File: src/rtl/pwm_servo_decoder.sv
`default_nettype none
// ============================================================================
//  Module      : pwm_servo_decoder
//  Description : Measures the high time of an incoming servo PWM pulse train
//                in prescaler ticks and recovers the 8-bit angle code.
//                Also flags out-of-range pulses and loss of signal.
//  Revision    : 1.0  initial release
// ============================================================================
module pwm_servo_decoder #(
  parameter int CNTR_WIDTH  = 11,
  parameter int MIN_TICKS   = 50,
  parameter int MAX_TICKS   = 250,
  parameter int LOST_TICKS  = 4096,
  parameter int SYNC_STAGES = 2
) (
  input  logic       clk,
  input  logic       rst,
  input  logic       en_i,
  input  logic       tick_i,
  input  logic       pwm_in_i,
  output logic [7:0] deg_o,
  output logic       deg_valid_o,
  output logic       pulse_err_o,
  output logic       signal_lost_o
);

  localparam int LOST_W = $clog2(LOST_TICKS + 1);

  localparam logic [CNTR_WIDTH-1:0] MIN_W   = CNTR_WIDTH'(MIN_TICKS);
  localparam logic [CNTR_WIDTH-1:0] MAX_W   = CNTR_WIDTH'(MAX_TICKS);
  localparam logic [CNTR_WIDTH-1:0] SAT_W   = CNTR_WIDTH'(MAX_TICKS + 1);
  localparam logic [CNTR_WIDTH-1:0] ONE_W   = CNTR_WIDTH'(1);
  localparam logic [LOST_W-1:0]     LOST_C  = LOST_W'(LOST_TICKS);
  localparam logic [LOST_W-1:0]     ONE_L   = LOST_W'(1);

  localparam logic [2:0] ST_IDLE      = 3'd0;
  localparam logic [2:0] ST_WAIT_LOW  = 3'd1;
  localparam logic [2:0] ST_WAIT_RISE = 3'd2;
  localparam logic [2:0] ST_HIGH      = 3'd3;
  localparam logic [2:0] ST_CHECK     = 3'd4;

  logic [SYNC_STAGES-1:0] sync_q;
  logic                   level_q;
  logic                   rise_q;
  logic                   fall_q;
  logic                   sync_out;

  logic [2:0]             state_q, state_d;
  logic [CNTR_WIDTH-1:0]  width_q, width_d;
  logic [7:0]             deg_q, deg_d;
  logic                   valid_q, valid_d;
  logic                   err_q, err_d;
  logic [LOST_W-1:0]      lost_cnt_q, lost_cnt_d;
  logic                   lost_q, lost_d;

  assign sync_out = sync_q[SYNC_STAGES-1];

  // Synchronizer chain followed by the edge-detect register (registered rise/fall)
  always_ff @(posedge clk) begin
    if (rst) begin
      sync_q  <= '0;
      level_q <= 1'b0;
      rise_q  <= 1'b0;
      fall_q  <= 1'b0;
    end else begin
      sync_q  <= {sync_q[SYNC_STAGES-2:0], pwm_in_i};
      level_q <= sync_out;
      rise_q  <= sync_out & ~level_q;
      fall_q  <= ~sync_out & level_q;
    end
  end

  // Measurement FSM, decode, and loss-of-signal next-state logic
  always_comb begin
    state_d    = state_q;
    width_d    = width_q;
    deg_d      = deg_q;
    valid_d    = 1'b0;
    err_d      = 1'b0;
    lost_cnt_d = lost_cnt_q;
    lost_d     = lost_q;

    case (state_q)
      ST_IDLE: begin
        if (en_i) state_d = ST_WAIT_LOW;
      end
      ST_WAIT_LOW: begin
        // The whole pipeline must read low: right after reset the cleared
        // synchronizer would otherwise fake a low level under a high input.
        if (!level_q && (sync_q == '0)) state_d = ST_WAIT_RISE;
      end
      ST_WAIT_RISE: begin
        if (rise_q) begin
          width_d = tick_i ? ONE_W : '0;
          state_d = ST_HIGH;
        end
      end
      ST_HIGH: begin
        // The tick that coincides with the fall is deliberately not counted
        if (fall_q) begin
          state_d = ST_CHECK;
        end else if (tick_i && level_q && (width_q != SAT_W)) begin
          width_d = width_q + ONE_W;
        end
      end
      ST_CHECK: begin
        if ((width_q >= MIN_W) && (width_q <= MAX_W)) begin
          deg_d   = 8'(width_q - MIN_W);
          valid_d = 1'b1;
        end else begin
          err_d = 1'b1;
        end
        state_d = ST_WAIT_RISE;
      end
      default: state_d = ST_IDLE;
    endcase

    // Disable wins over everything: drop the in-flight measurement silently
    if (!en_i) begin
      state_d = ST_IDLE;
      valid_d = 1'b0;
      err_d   = 1'b0;
      deg_d   = deg_q;
    end

    if (rise_q) begin
      lost_cnt_d = '0;
    end else if ((state_q != ST_IDLE) && tick_i && (lost_cnt_q != LOST_C)) begin
      lost_cnt_d = lost_cnt_q + ONE_L;
    end

    if (valid_d) begin
      lost_d = 1'b0;
    end else if (lost_cnt_d == LOST_C) begin
      lost_d = 1'b1;
    end
  end

  // State and output registers
  always_ff @(posedge clk) begin
    if (rst) begin
      state_q    <= ST_IDLE;
      width_q    <= '0;
      deg_q      <= '0;
      valid_q    <= 1'b0;
      err_q      <= 1'b0;
      lost_cnt_q <= '0;
      lost_q     <= 1'b0;
    end else begin
      state_q    <= state_d;
      width_q    <= width_d;
      deg_q      <= deg_d;
      valid_q    <= valid_d;
      err_q      <= err_d;
      lost_cnt_q <= lost_cnt_d;
      lost_q     <= lost_d;
    end
  end

  assign deg_o         = deg_q;
  assign deg_valid_o   = valid_q;
  assign pulse_err_o   = err_q;
  assign signal_lost_o = lost_q;

endmodule
`default_nettype wire

File: config.mk
export PLATFORM = sky130hd
export DESIGN_NAME = pwm_servo_decoder
export DESIGN_NICKNAME = d
export VERILOG_FILES = /design/src/rtl/pwm_servo_decoder.sv
export SDC_FILE = /design/constraint.sdc
export NUM_CORES = 1
export LEC_CHECK = 0
export CAP_MARGIN = 20
export CELL_PAD_IN_SITES_DETAIL_PLACEMENT = 2
export CELL_PAD_IN_SITES_GLOBAL_PLACEMENT = 2
export CORE_MARGIN = 2
export CORE_UTILIZATION = 27
export DETAILED_ROUTE_END_ITERATION = 7
export DONT_BUFFER_PORTS = 1
export GPL_TIMING_DRIVEN = 0
export HOLD_SLACK_MARGIN = 0.02
export PLACE_DENSITY_LB_ADDON = 0.1
export SLEW_MARGIN = 20
export SYNTH_ARGS = -nofsm -noshare
export SYNTH_HDL_FRONTEND = slang
export SYNTH_SLANG_ARGS = --single-unit
export TNS_END_PERCENT = 30
File: constraint.sdc
create_clock -name clk -period 3.3 [get_ports clk]
set_input_delay 0.495 -clock clk [delete_from_list [all_inputs] [get_ports clk]]
set_output_delay 0.495 -clock clk [all_outputs]
set_load 0.05 [all_outputs]
After elaboration in Yosys (flattened, before gate mapping)

Cells that the tools add are included.

Bits in registers: 43
Output and inout bits: 11
Word-level logic and storage cells: 66

Add/sub/neg operators: 3
Magnitude comparators: 2
Eq/ne operators: 12
Mux-type cells: 15
Bitwise logic cells: 6
Reductions and logical operators: 17

Operators with widths:

| operator                | number |
|---|---|
| $mux W11                | 3 |
| $mux W13                | 2 |
| $pmux W11 S2            | 1 |
| $pmux W3 S5             | 1 |
| $add A13 B1 Y13 const B | 1 |
| $eq A13 B13 Y1 const B  | 1 |
| $ne A13 B13 Y1 const B  | 1 |
| $add A11 B1 Y11 const B | 1 |
| $ge A11 B6 Y1 const B   | 1 |
| $le A11 B8 Y1 const B   | 1 |
| $ne A11 B8 Y1 const B   | 1 |
| $ne A2 B2 Y1 const B    | 5 |
| $mux W3                 | 3 |
| $sub A8 B6 Y8 const B   | 1 |
| $eq A3 B2 Y1 const B    | 2 |
| $logic_and A1 B1 Y1     | 6 |
| $reduce_and A3 Y1       | 2 |
| $mux W1                 | 5 |
| $not A1 Y1              | 4 |
| $reduce_and A4 Y1       | 1 |
| $reduce_or A2 Y1        | 2 |
| $eq A3 B1 Y1 const B    | 1 |
| $eq A3 B3 Y1 const B    | 1 |
| $logic_not A3 Y1        | 1 |
| 6 further kinds         | 7 |

Logic depth before layout (Yosys ltp)

Gate-level depths: netlist of the first run.

Depth in word-level cells: 6
Mapped depth: 9

Worst setup path after synthesis of the first run

No wires, ideal clock.

Path kind: flip-flop to flip-flop
From: register width_q[2]
To: register deg_q[0], in the netlist deg_o[0]
Setup time: 0.128 ns
Arrival: 1.970 ns
Required time: 3.172 ns
Setup slack: 1.202 ns
Cell stages (with the launch flop): 10
Path buffers: 2
Cell sequence: dfxtp_1 > clkbuf_1 > inv_1 > ha_1 > nand2b_1 > a31oi_1 > a211oi_1 > buf_2 > mux2i_1 > nor2_1

Cells in the longest elaborated chain, start to end: 3

RTL lines:

| what                                           | RTL line | source |
|---|---|---|
| start, declared                                | 49       | `logic [CNTR_WIDTH-1:0] width_q, width_d;` |
| start signal, assigned                         | 151      | `width_q <= width_d;` |
| $ge A11 B6 Y1 or $le A11 B8 Y1 (tied branches) | 107      | `if ((width_q >= MIN_W) && (width_q <= MAX_W)) begin` |
| $logic_and A1 B1 Y1 *                          | 107      |  |
| $reduce_and A3 Y1 (no source line) *           | -        |  |
| end signal, assigned                           | 152      | `deg_q <= deg_d;` |
| end, declared                                  | 50       | `logic [7:0] deg_q, deg_d;` |

Mark *: on every way between the ends. The rest lies on a longest branch, timed or not.
A chain may end at the register's enable or synchronous reset.

Worst setup path in the final report of the first run

From: register width_q[2]
To: register deg_q[2], in the netlist deg_o[2]

Cells in the longest elaborated chain, start to end: 3

RTL lines:

| what                                           | RTL line |
|---|---|
| $ge A11 B6 Y1 or $le A11 B8 Y1 (tied branches) | 107 |
| $logic_and A1 B1 Y1                            | 107 |
| $reduce_and A3 Y1 (no source line)             | - |

Several ways; a longest one is shown, not always the timed one.

==> flow_summary.toml, run 1 <==
[setup_path]
reg2reg_depth = 9
startpoint_type = "flop"
timing.rr.start = "width_q[2]$_SDFFE_PP0P_"
cp.arrival_ps = 2880
cp-end-kind = "flop"
r2r_slack_ps = 600
cp_max_fo = 10
cp.buffers_inverters = 3
required_ps = 3480
regToRegEndpoint = "deg_o[2]$_SDFFE_PP0P_"
worstSetupPathType = "flop to flop"
max_stage_delay_ps = 520
path_cells = "clkbuf_1 > inv_1 > ha_1 > nand2b_1 > a31oi_1 > a211oi_1 > buf_2 > mux2i_1 > nor2_1"
critPathSlowestCell = "a211oi_1"
cp_top_family = "buffers and inverters"

[finish]
regArea_um2 = 860.8
diodes = 0
num-fill-cells = 975
area_delta_synth_final_pct = 10.97
layout_commonest_cell = "dfxtp_1"
mostFrequentLayoutCells = "dfxtp_1 (43), nor2_1 (38), xnor2_1 (21), nand2_1 (15)"
nNetsFinal = 288
drive_gt1_share_pct = 8.664
final_area_um2 = 2519
multi_input_area_um2 = 1276

[floorplan]
io_pins = 16
initial_core_util_pct = 27.76
core-area_um2 = 8175
row_count = 33
die_h_um = 95.69
die_area_um2 = 9156
die_w_um = 95.69

[synth]
synth_seq_area_share_pct = 37.93
syn_area_um2 = 2270
ys_seq_elements = 43
yosys-top-cells-area = "dfxtp_1 (38%), xnor2_1 (8.1%), nor2_1 (6.3%)"
syn_inst = 269
synth_largest_area_cell = "dfxtp_1"
syn-num-nets = 281
yosys_warnings = 0
yosysUniqueCellTypes = 42
synth_area_per_cell_um2 = 8.437
synth_top_area_share_pct = 37.93

[power]
p_per_area_nw_per_um2 = 398.1
irDropWorstVdd_v = 0.0001134
leakagePower_nw = 0.8132

[routing]
ant_nets = 0
drc = 0
highest_layer = "met4"
finalWirelength_um = 6245
vias = 1915
drt_first_pass_iters = 4
routedWlPerCell_um = 16.35
wl_met2_um = 3299
vias_per_cell = 5.013
wl_met1_um = 2762
dr.first_iter.drc_count = 33
met3_length_um = 127

[global_route]
grt_pass1_wl_um = 10430
grt_pass1_vias = 2067
antenna_found_initial = 0
gr-total-overflow = 0
grt_max_degree = 14
grt.total_usage_pct = 14.94

[timing]
final_hold_viol_count = 0
fmax_mhz = 370.7
holdWs_ps = 333.6
fin_skew_ps = 10.69
fin_crit_ps = 2697
report.final.slew_viol_count = 0
finalSetupTns_ps = 0
tightest_slew_ps = 691.7
relSlewSlack_pct = 53.61
post-route-period-util_pct = 81.74
rsz0062_at_grt = "no"
setup_viol = 0
setup_slack_ps = 602.6

[hold_path]
hold_start = "pwm_in_i"
hold_class = "input port to flop"
whs_endpoint = "sync_q[0]$_SDFF_PP0_"
min_path_cells = 1

[cts]
tritoncts.num_buffers = 5
cts_max_path_buffers = 2
clock_sinks = 43
clock_latency_ps = 300
tritoncts = "done"
hold_buffers = 0
cts_setup_buffers = 0
clk_pin_slew_ps = 90
root_buffer = "clkbuf_8"
ctsResizeCount = 0
htree_levels = 2

[placed_design]
routabilityCongestion = 0.7405
io_buffers = 0
dp.final_hpwl_um = 4703
pre_cts_ws_ps = 497.7
placed_cell_area_um2 = 2401

[run]
cap_viol_max_count = 0

[run_status]
status = "complete, no violations"
[how the worst max path moves through the flow]
stage                                 end  slack, ps  depth (start not counted)               startpoint
floorplan           deg_o[0]$_SDFFE_PP0P_       1200                          9  width_q[2]$_SDFFE_PP0P_
global route        deg_o[7]$_SDFFE_PP0P_        240                          9  width_q[2]$_SDFFE_PP0P_
detailed placement  deg_o[2]$_SDFFE_PP0P_        500                          9  width_q[2]$_SDFFE_PP0P_
finish              deg_o[2]$_SDFFE_PP0P_        600                          9  width_q[2]$_SDFFE_PP0P_
CTS                 deg_o[2]$_SDFFE_PP0P_        480                          9  width_q[2]$_SDFFE_PP0P_
global placement    deg_o[5]$_SDFFE_PP0P_        610                          9  width_q[2]$_SDFFE_PP0P_
[layer usage]
| layer | up-vias | track usage [%] |
|---|---|---|
| met5 | - | 0 |
| met4 | 0 | 3.929 |
| met3 | 5 | 3.320 |
| met2 | 10 | 27.68 |
| met1 | 953 | 17.16 |
| li1 | 947 | - |
[synthesized netlist by cell type]
library cell  count
and4_1            2
a41oi_2           1
nor4b_1           7
nand3_1           6
ha_1              7
a2111oi_0         1
nand3b_1          2
a41oi_1           1
o22a_1            1
o31ai_1           1
buf_2             7
or3_1             3
buf_6             2
o22ai_1           2
a31oi_1           3
o31a_1            1
o21ai_0           2
o31ai_2           1
nor2_1           38
dfxtp_1          43
nand2_1          15
a21oi_1           9
xnor2_1          21
a311oi_1          2
a211oi_1          4
nand4_1           8
nor2b_1          10
nor3b_1           3
nor4_1            9
a21o_1            1
buf_1             2
or4_1             2
or2_2             5
xor2_1            6
a41o_1            1
mux2i_1           6
and2_1            1
clkbuf_1         10
nand2b_1          4
a221oi_1          1
inv_1             8
nor3_1           10
[power by group]
part	total (W)	switching, W	internal [W]
clock	0.000433	0.000188	0.000245
combinational	0.0000437	0.0000288	0.0000149
sequential	0.000526	0.00000325	0.000523
[through the flow]
stage,cells,util (%),total power [W]
floorplan,269,-,0.0005699
global placement,374,29.37,0.0005828
detailed placement,374,29.37,0.0005838
CTS,382,30.81,0.001031
global route,382,30.81,0.001056
finish,382,30.81,0.001003
[sequential cells by signal, indices dropped and copies added (netlist names)]
name           count
sync_q             2
signal_lost_o      1
deg_valid_o        1
pulse_err_o        1
fall_q             1
lost_cnt_q        13
rise_q             1
width_q           11
state_q            3
level_q            1
deg_o              8
[area by class of cell]
class | count | share of cell area [%]
Sequential cell | 43 | 34.18
Tap cell | 105 | 5.216
Buffer | 21 | 4.073
Clock buffer | 6 | 3.279
Clock inverter | 2 | 1.391
Inverter | 8 | 1.192
Multi-Input combinational cell | 197 | 50.67
[cells by family (layout without fill, tap and decap cells)]
group	after synthesis	after routing	share of synthesized area, %
compound gates	32	32	10.20
xor+xnor	27	27	10.42
fa+ha+maj	7	7	3.859
buf+inv	29	37	5.844
flops	43	43	37.93
mux	6	6	2.646
simple gates	125	125	29.11
(Power assumes the default switching activity.)
==> run 2, diff against run 1 <==
==> constraint.sdc (replaced) <==
create_clock -name clk -period 2.6 [get_ports clk]
set_input_delay 0.39 -clock clk [delete_from_list [all_inputs] [get_ports clk]]
set_output_delay 0.39 -clock clk [all_outputs]
set_load 0.05 [all_outputs]
==> run 2 against run 1 <==
Effect of this change: die area did not move; sequential power rose by 27%; global-route usage barely moved; first-iteration DRC count fell by 3.0%; highest routed layer unchanged.
==> flow_summary.toml, run 2 (synthesis gave the netlist of run 1 again) <==
[power]
irDropWorstVdd_v = 0.0001439
p_per_area_nw_per_um2 = 503.7
leakagePower_nw = 0.8203

[placed_design]
placed_cells = 374
placed_cell_area_um2 = 2401
pre_cts_ws_ps = -202.3
dp.final_hpwl_um = 4703
io_buffers = 0
routabilityCongestion = 0.7405

[floorplan]
initial_core_util_pct = 27.76
die_area_um2 = 9156
die_w_um = 95.69
die_h_um = 95.69
row_count = 33
io_pins = 16
core-area_um2 = 8175

[cts]
cts_setup_buffers = 0
clk_pin_slew_ps = 90
htree_levels = 2
root_buffer = "clkbuf_8"
tritoncts.num_buffers = 5
clock_latency_ps = 300
cts_max_path_buffers = 2
clock_sinks = 43
tritoncts = "done"
hold_buffers = 0

[finish]
instances_no_fill = 382
num-fill-cells = 971
final_area_um2 = 2532
nNetsFinal = 288
diodes = 0
area_delta_synth_final_pct = 11.58
drive_gt1_share_pct = 10.11
layout_commonest_cell = "dfxtp_1"
largest_reg_flops = 13
mostFrequentLayoutCells = "dfxtp_1 (43), nor2_1 (38), xnor2_1 (21), nand2_1 (15)"
top_register = "lost_cnt_q"
utilization_pct = 30.98

[global_route]
grt_pass1_vias = 2069
antenna_found_initial = 0
grt_pass1_wl_um = 10460
grt.total_usage_pct = 14.98
grt_max_degree = 14
gr-total-overflow = 0

[setup_path]
max_stage_delay_ps = 370
path_cells = "clkbuf_2 > inv_1 > ha_1 > nand2b_1 > a31oi_1 > a211oi_2 > buf_2 > mux2i_1 > nor2_1"
startpoint_type = "flop"
cp.arrival_ps = 2530
required_ps = 2780
cp_max_fo = 10
critPathSlowestCell = "a211oi_2"
worstSetupPathType = "flop to flop"
cp-end-kind = "flop"
cp_top_family = "buffers and inverters"
cp.buffers_inverters = 3

[timing]
rsz0062_at_grt = "no"
tightest_slew_ps = 710.2
fin_skew_ps = 11.62
post-route-period-util_pct = 90.51
relSlewSlack_pct = 51.43
fin_crit_ps = 2353
report.final.slew_viol_count = 0
final_hold_viol_count = 0
fmax_mhz = 424.9
setup_viol = 0
setup_slack_ps = 246.8

[routing]
routedWlPerCell_um = 16.40
dr.first_iter.drc_count = 32
ant_nets = 0
drt_first_pass_iters = 4
finalWirelength_um = 6266
drc = 0
vias_per_cell = 5.024
vias = 1919

[hold_path]
hold_class = "input port to flop"

[run_status]
status = "complete, no violations"

[run]
cap_viol_max_count = 0
run 2: cell count changes in the layout (fill, tap and decap cells not counted):
cell      change
a211oi_1      -1
a211oi_2      +1
clkbuf_1      -2
clkbuf_2      +2
nor4_1        -1
nor4_2        +1
run 2: metrics by stage:
| step | power, W | setup TNS, ps | hold WS, ps |
|---|---|---|---|
| 5_1_grt | 0.001340 | 0 | 227.3 |
| 6_report | 0.001276 | 0 | 228.7 |
| 3_5_place_dp | 0.0007410 | -1219 | 443.6 |
| 3_3_place_gp | 0.0007397 | -564.4 | 447.8 |
| 2_1_floorplan | 0.0007233 | 0 | 413.9 |
| 4_1_cts | 0.001309 | 0 | 215.5 |
run 2: report_power, final:
group | switching [W] | leakage [nW] | internal, W
clock | 0.000241 | 0.0612 | 0.000311
sequential | 0.00000416 | 0.347 | 0.000664
combinational | 0.0000367 | 0.412 | 0.0000192
total | 0.000282 | 0.820 | 0.000994
run 2: path summary, 6_finish.rpt:
path | slack [ps] | from | cells after the start | end
max | 250 | width_q[2]$_SDFFE_PP0P_ | 9 | deg_o[2]$_SDFFE_PP0P_
min | 230 | pwm_in_i | 1 | sync_q[0]$_SDFF_PP0_
max reg2reg | 250 | width_q[2]$_SDFFE_PP0P_ | 9 | deg_o[2]$_SDFFE_PP0P_
min reg2reg | 460 | sync_q[1]$_SDFF_PP0_ | 1 | fall_q$_SDFF_PP0_
run 2: routing by layer:
layer / vias to the layer above / part of all wire (%) / global-route usage, %
met3: 5 / 2.1 / 3.320
met1: 956 / 44 / 17.26
li1: 948 / - / -
met5: - / 0 / 0
met4: 0 / 0.88 / 3.929
met2: 10 / 53 / 27.68
run 2: repair_timing:
action	CTS	global route
hold endpoints to repair	0	0
gates resized for setup	2	3
endpoints found under the setup margin	9	1
run 2: area by class of cell:
| cell class | count | area [um2] | area share, % |
|---|---|---|---|
| Multi-Input combinational cell | 197 | 1287 | 50.84 |
| Sequential cell | 43 | 860.8 | 33.99 |
| Clock buffer | 6 | 82.58 | 3.261 |
| Tap cell | 105 | 131.4 | 5.188 |
| Clock inverter | 2 | 35.03 | 1.383 |
| Inverter | 8 | 30.03 | 1.186 |
| Buffer | 21 | 105.1 | 4.150 |
==> run 3, diff against run 2 <==
--- a/config.mk
+++ b/config.mk
@@ -5,6 +5,7 @@
 export SDC_FILE = /design/constraint.sdc
 export NUM_CORES = 1
 export LEC_CHECK = 0
+export ABC_CLOCK_PERIOD_IN_PS = 2600
 export CAP_MARGIN = 20
 export CELL_PAD_IN_SITES_DETAIL_PLACEMENT = 2
 export CELL_PAD_IN_SITES_GLOBAL_PLACEMENT = 2
@@ -15,6 +16,7 @@
 export GPL_TIMING_DRIVEN = 0
 export HOLD_SLACK_MARGIN = 0.02
 export PLACE_DENSITY_LB_ADDON = 0.1
+export SKIP_LAST_GASP = 1
 export SLEW_MARGIN = 20
 export SYNTH_ARGS = -nofsm -noshare
 export SYNTH_HDL_FRONTEND = slang
==> results of run 3 <==
The final DEF is identical to that of run 2; final timing and power are the same.
==> variant 1: new RTL, settings of run 1 <==
The parameter `SYNC_STAGES` goes from 2 to 4.
--- a/src/rtl/pwm_servo_decoder.sv
+++ b/src/rtl/pwm_servo_decoder.sv
@@ -11,7 +11,7 @@
   parameter int MIN_TICKS   = 50,
   parameter int MAX_TICKS   = 250,
   parameter int LOST_TICKS  = 4096,
-  parameter int SYNC_STAGES = 2
+  parameter int SYNC_STAGES = 4
 ) (
   input  logic       clk,
   input  logic       rst,
Check against the original RTL: not equivalent (a bounded check fails within 10 cycles, from zero or initial values and one cycle with rst high).
==> variant 1 against run 1 <==
  * Power down 6.9%
  * Cell count down 5.2%
  * Design area up 0.40%
  * Global-route usage down 0.75 points
  * Clock skew up 2.7 ps
  * Sequential power up 4.9%
  * Wire length down 7.4%
  * Worst setup slack better by 480 ps
  * Via count down 7.0%
  * Sequential share of layout area up 1.4 points
  * Area after synthesis up 2.0%
  * Sequential cell count up 2
  * Die area up 1.9%
==> variant 1: results (changes against run 1) <==
status=finished, final reports clean (unchanged); largest net degree at the start of global routing=14 (unchanged); sequential fraction of the synthesis area=0.389 (was 0.379); Hold Crit Class=primary input to flip-flop (unchanged); total grt overflow=0 (unchanged); pre-CTS WS=1090 ps (was 498 ps); Placed Area=0.00245 mm2 (was 0.00240 mm2); DRT iter0 DRCs=59 (was 33); Total Routing Usage GR=0.142 (was 0.149); LEAKAGE=0.889 nW (was 0.813 nW); worst IR drop on VDD=0.161 mV (was 0.113 mV); M1 GR Usage=0.202 (was 0.172); CP Launch Point=lost_cnt_q[0] (was width_q[2]); number of nets in the layout=268 (was 288); met2 GRT Util=0.211 (was 0.277); Clock Skews=13.4 ps (was 10.7 ps); sw power=0.222 mW (was 0.220 mW); Hold Path Origin=pwm_in_i (unchanged); max reg flops=13 (unchanged); antenna violations before repair=0 (unchanged); clk root buf=clkbuf_8 (unchanged); Synth Flop Type=dfxtp_1 (unchanged); DRT Wirelength=5780 um (was 6250 um); Avg Inst Size Synth=9.30 um2 (was 8.44 um2); Synth cell types=55 (was 42); fraction of registers with async set/reset=0 (unchanged); crit-path max FO=8 (was 10); IO Port Bufs=0 (unchanged); synth warn=0 (unchanged); M3 GR Usage=0.0365 (was 0.0332); layout cells sized above 1=0.144 (was 0.0866); number of global-route vias before repair=1875 (was 2067); dpl cells=354 (was 374); post-CTS setup buffers=0 (unchanged); hold buffers post-CTS=0 (unchanged); syn_nets=261 (was 281); Vias=1780 (was 1915); Num CTS Buffers=5 (unchanged); Worst-path clk slew=90 ps (about the same); Synth top cells by count=dfxtp_1 (45), nor2_1 (34), xor2_1 (13), nand2_1 (12), xnor2_1 (12) (was dfxtp_1 (43), nor2_1 (38), xnor2_1 (21), nand2_1 (15)); Largest Register=lost_cnt_q (unchanged); gp weighted congestion=0.704 (was 0.741); later-pin clock latency in the skew report=300 ps (about the same); first drt pass iteration count=4 (unchanged); Max Buffers Root-to-Sink=2 (unchanged); CTS resizes=0 (unchanged); critical path arrival=2440 ps (was 2880 ps); Rel. slew slack=0.647 (was 0.536); synth top area cells=dfxtp_1 (39%), nor2_1 (5.5%), xor2_1 (4.9%), xnor2_1 (4.5%), ha_1 (3.8%) (was dfxtp_1 (38%), xnor2_1 (8.1%), nor2_1 (6.3%), ha_1 (3.9%), nor2b_1 (2.8%)); ANT cells=0 (unchanged); H-tree levels=2 (unchanged); Final HPWL DP=4340 um (was 4700 um); first-pass GRT wire length=9980 um (was 10400 um); filler cell count in the final layout=935 (was 975); WL/cell=16.0 um (was 16.3 um)
-- variant 1: cell types whose count changed after synthesis, sizes merged, moves of 5 or more --
cell	delta
xor2	+7
nor4	-8
and3	+7
xnor2	-9
clkbuf	-7
nor3	-5
-- variant 1: power groups by stage --
stage	Sequential [mW]	Clock, mW	Combinational [mW]
5_1_grt	0.553	0.383	0.0492
3_3_place_gp	0.565	0	0.0438
6_report	0.552	0.338	0.0428
3_5_place_dp	0.565	0	0.0435
2_1_floorplan	0.563	0	0.0324
4_1_cts	0.552	0.363	0.0442
-- variant 1: logic make-up (layout without fill, tap and decap cells) --
kind of cell               after synthesis  count (layout)  share of synthesized area
AOI/OAI and AO/OA                       35              35                      0.115
xor gates and xnor gates                25              25                     0.0946
adders and majority gates                7               7                     0.0378
buffers and inverters                   20              28                     0.0465
DFF                                     45              45                      0.389
muxes                                    3               3                     0.0130
and+or+nand+nor                        114             114                      0.304
-- variant 1: final timing paths --
kind	end	slack (ps)	cells after the start
worst max-delay path	signal_lost_o	1080	8
worst min-delay path	sync_q[0]	340	1
worst max register to register	signal_lost_o	1080	8
worst min register to register	fall_q	460	1
-- variant 1: per-layer routing --
| metal | vias up | part of all wire |
|---|---|---|
| met4 | 0 | 0.0083 |
| met3 | 4 | 0.035 |
| li1 | 883 | - |
| met5 | - | 0 |
| met2 | 21 | 0.41 |
| met1 | 872 | 0.54 |
-- variant 1: metrics by stage --
step	hold slack [ps]	util
after floorplan	416	-
after global placement	454	0.296
after detailed placement	449	0.296
after CTS	328	0.306
after global routing	341	0.306
final	336	0.306
-- variant 1: worst max-delay path, stage by stage (launching register included) --
cell and delay, ps:
dfxtp_1 480, inv_1 120, ha_1 240, nor4b_4 150, a31oi_4 310, nor4b_2 280
o32a_2 190, nand4b_1 130, o31ai_2 260
-- variant 1: final cells by class --
cell class	instances	area, um2	share of cell area
multi-input combinational	184	1310	0.517
clock buffer	6	72.6	0.0287
inverter	7	26.3	0.0104
clock inverter	2	10.0	0.00396
sequential	45	901	0.356
buffer	13	81.3	0.0322
tap	105	131	0.0520
==> variant 2: new RTL, settings of run 1 <==
Without the edit above. Make the reset (`rst`) asynchronous in 2 clocked blocks.
--- a/src/rtl/pwm_servo_decoder.sv
+++ b/src/rtl/pwm_servo_decoder.sv
@@ -56,7 +56,7 @@
   assign sync_out = sync_q[SYNC_STAGES-1];
 
   // Synchronizer chain followed by the edge-detect register (registered rise/fall)
-  always_ff @(posedge clk) begin
+  always_ff @(posedge clk or posedge rst) begin
     if (rst) begin
       sync_q  <= '0;
       level_q <= 1'b0;
@@ -137,7 +137,7 @@
   end
 
   // State and output registers
-  always_ff @(posedge clk) begin
+  always_ff @(posedge clk or posedge rst) begin
     if (rst) begin
       state_q    <= ST_IDLE;
       width_q    <= '0;
Function: differs if rst is asserted again (counterexample within 10 cycles, from zero or initial values and one cycle with rst high); with rst held inactive, the same outputs for 10 cycles.
==> variant 2 against run 1 <==
  * Synthesized cell count decreased by 6.7%
  * Area after synthesis increased by 8.3%
  * Worst setup slack improved by 190 ps
  * Global-route usage decreased by 1.1 points
  * Design area increased by 7.4%
  * Sequential cell count unchanged
  * Clock skew decreased by 6.9 ps
  * Wire length increased by 2.2%
  * Critical endpoint is now signal_lost_o
  * Largest cell class unchanged
Power is not compared: it rests on default switching activity, and its combinational part moved more than twofold at a synthesized area within 25%.
==> variant 2: results (changes against run 1) <==
status=finished, final reports clean (unchanged); dpl cells=360 (was 374); Cells after Synth=251 (was 269); Synth cell types=53 (was 42); number of multi-input logic gates=183 (was 197); DR WL met2=3110 um (was 3300 um); post-route cell area=0.00271 mm2 (was 0.00252 mm2); gp weighted congestion=0.730 (was 0.741); M1 GR Usage=0.183 (was 0.172); Total Routing Usage GR=0.139 (was 0.149); fraction of registers with async set/reset=1.00 (was 0); number of nets in the layout=271 (was 288); layout cells sized above 1=0.135 (was 0.0866); Routed met1 length=3070 um (was 2760 um); Final non-clock buffer share=0.0370 (was 0.0407); fraction of area in multi-input gates=0.464 (was 0.507); DRT iter0 DRCs=51 (was 33); number of global-route vias before repair=2034 (was 2067); Placed Area=0.00261 mm2 (was 0.00240 mm2); synthesis-to-layout area growth=10.1% (was 11.0%); R2R Setup Slk=790 ps (was 600 ps); M3 GR Usage=0.0274 (was 0.0332); r2r endpoint=signal_lost_o (was deg_o[2]); DRT Wirelength=6380 um (was 6250 um); filler cell count in the final layout=988 (was 975); Hold WS=80.6 ps (was 334 ps); Crit Reg-Reg Startpoint=state_q[1] (was width_q[2]); synth top area cells=dfrtp_1 (44%), nor2_1 (4.9%), xnor2_1 (4.6%), ha_1 (3.6%), a21oi_1 (2.9%) (was dfxtp_1 (38%), xnor2_1 (8.1%), nor2_1 (6.3%), ha_1 (3.9%), nor2b_1 (2.8%)); Final HPWL DP=4780 um (was 4700 um); largest net degree at the start of global routing=25 (was 14); Synth top cells by count=dfrtp_1 (43), nor2_1 (32), nand2_1 (18), a21oi_1 (14), xnor2_1 (13) (was dfxtp_1 (43), nor2_1 (38), xnor2_1 (21), nand2_1 (15)); Crit path max-delay family=compound AO/OA/AOI/OAI gates (was buffers and inverters); met2 GRT Util=0.233 (was 0.277); critical path arrival=2710 ps (was 2880 ps); Clock Skews=3.76 ps (was 10.7 ps)
variant 2: how the worst max path moves through the flow:
stage                   from             to  slack (ps)  cells past startpoint
2_1_floorplan  lost_cnt_q[0]  signal_lost_o        1090                      6
3_3_place_gp      state_q[1]  signal_lost_o         760                      7
3_5_place_dp      state_q[1]  signal_lost_o         740                      7
4_1_cts           state_q[1]  signal_lost_o         730                      7
5_1_grt           width_q[2]  signal_lost_o         610                      8
6_report          state_q[1]  signal_lost_o         790                      7
variant 2: cell families after synthesis:
| kind of cell | after synthesis | synth area share |
|---|---|---|
| AND/OR/NAND/NOR | 113 | 0.256 |
| flip-flops | 43 | 0.438 |
| AO/OA/AOI/OAI | 35 | 0.114 |
| buffers and inverters | 25 | 0.0509 |
| XOR/XNOR | 20 | 0.0713 |
| multiplexers | 8 | 0.0346 |
| adder cells (fa/ha/maj) | 7 | 0.0356 |
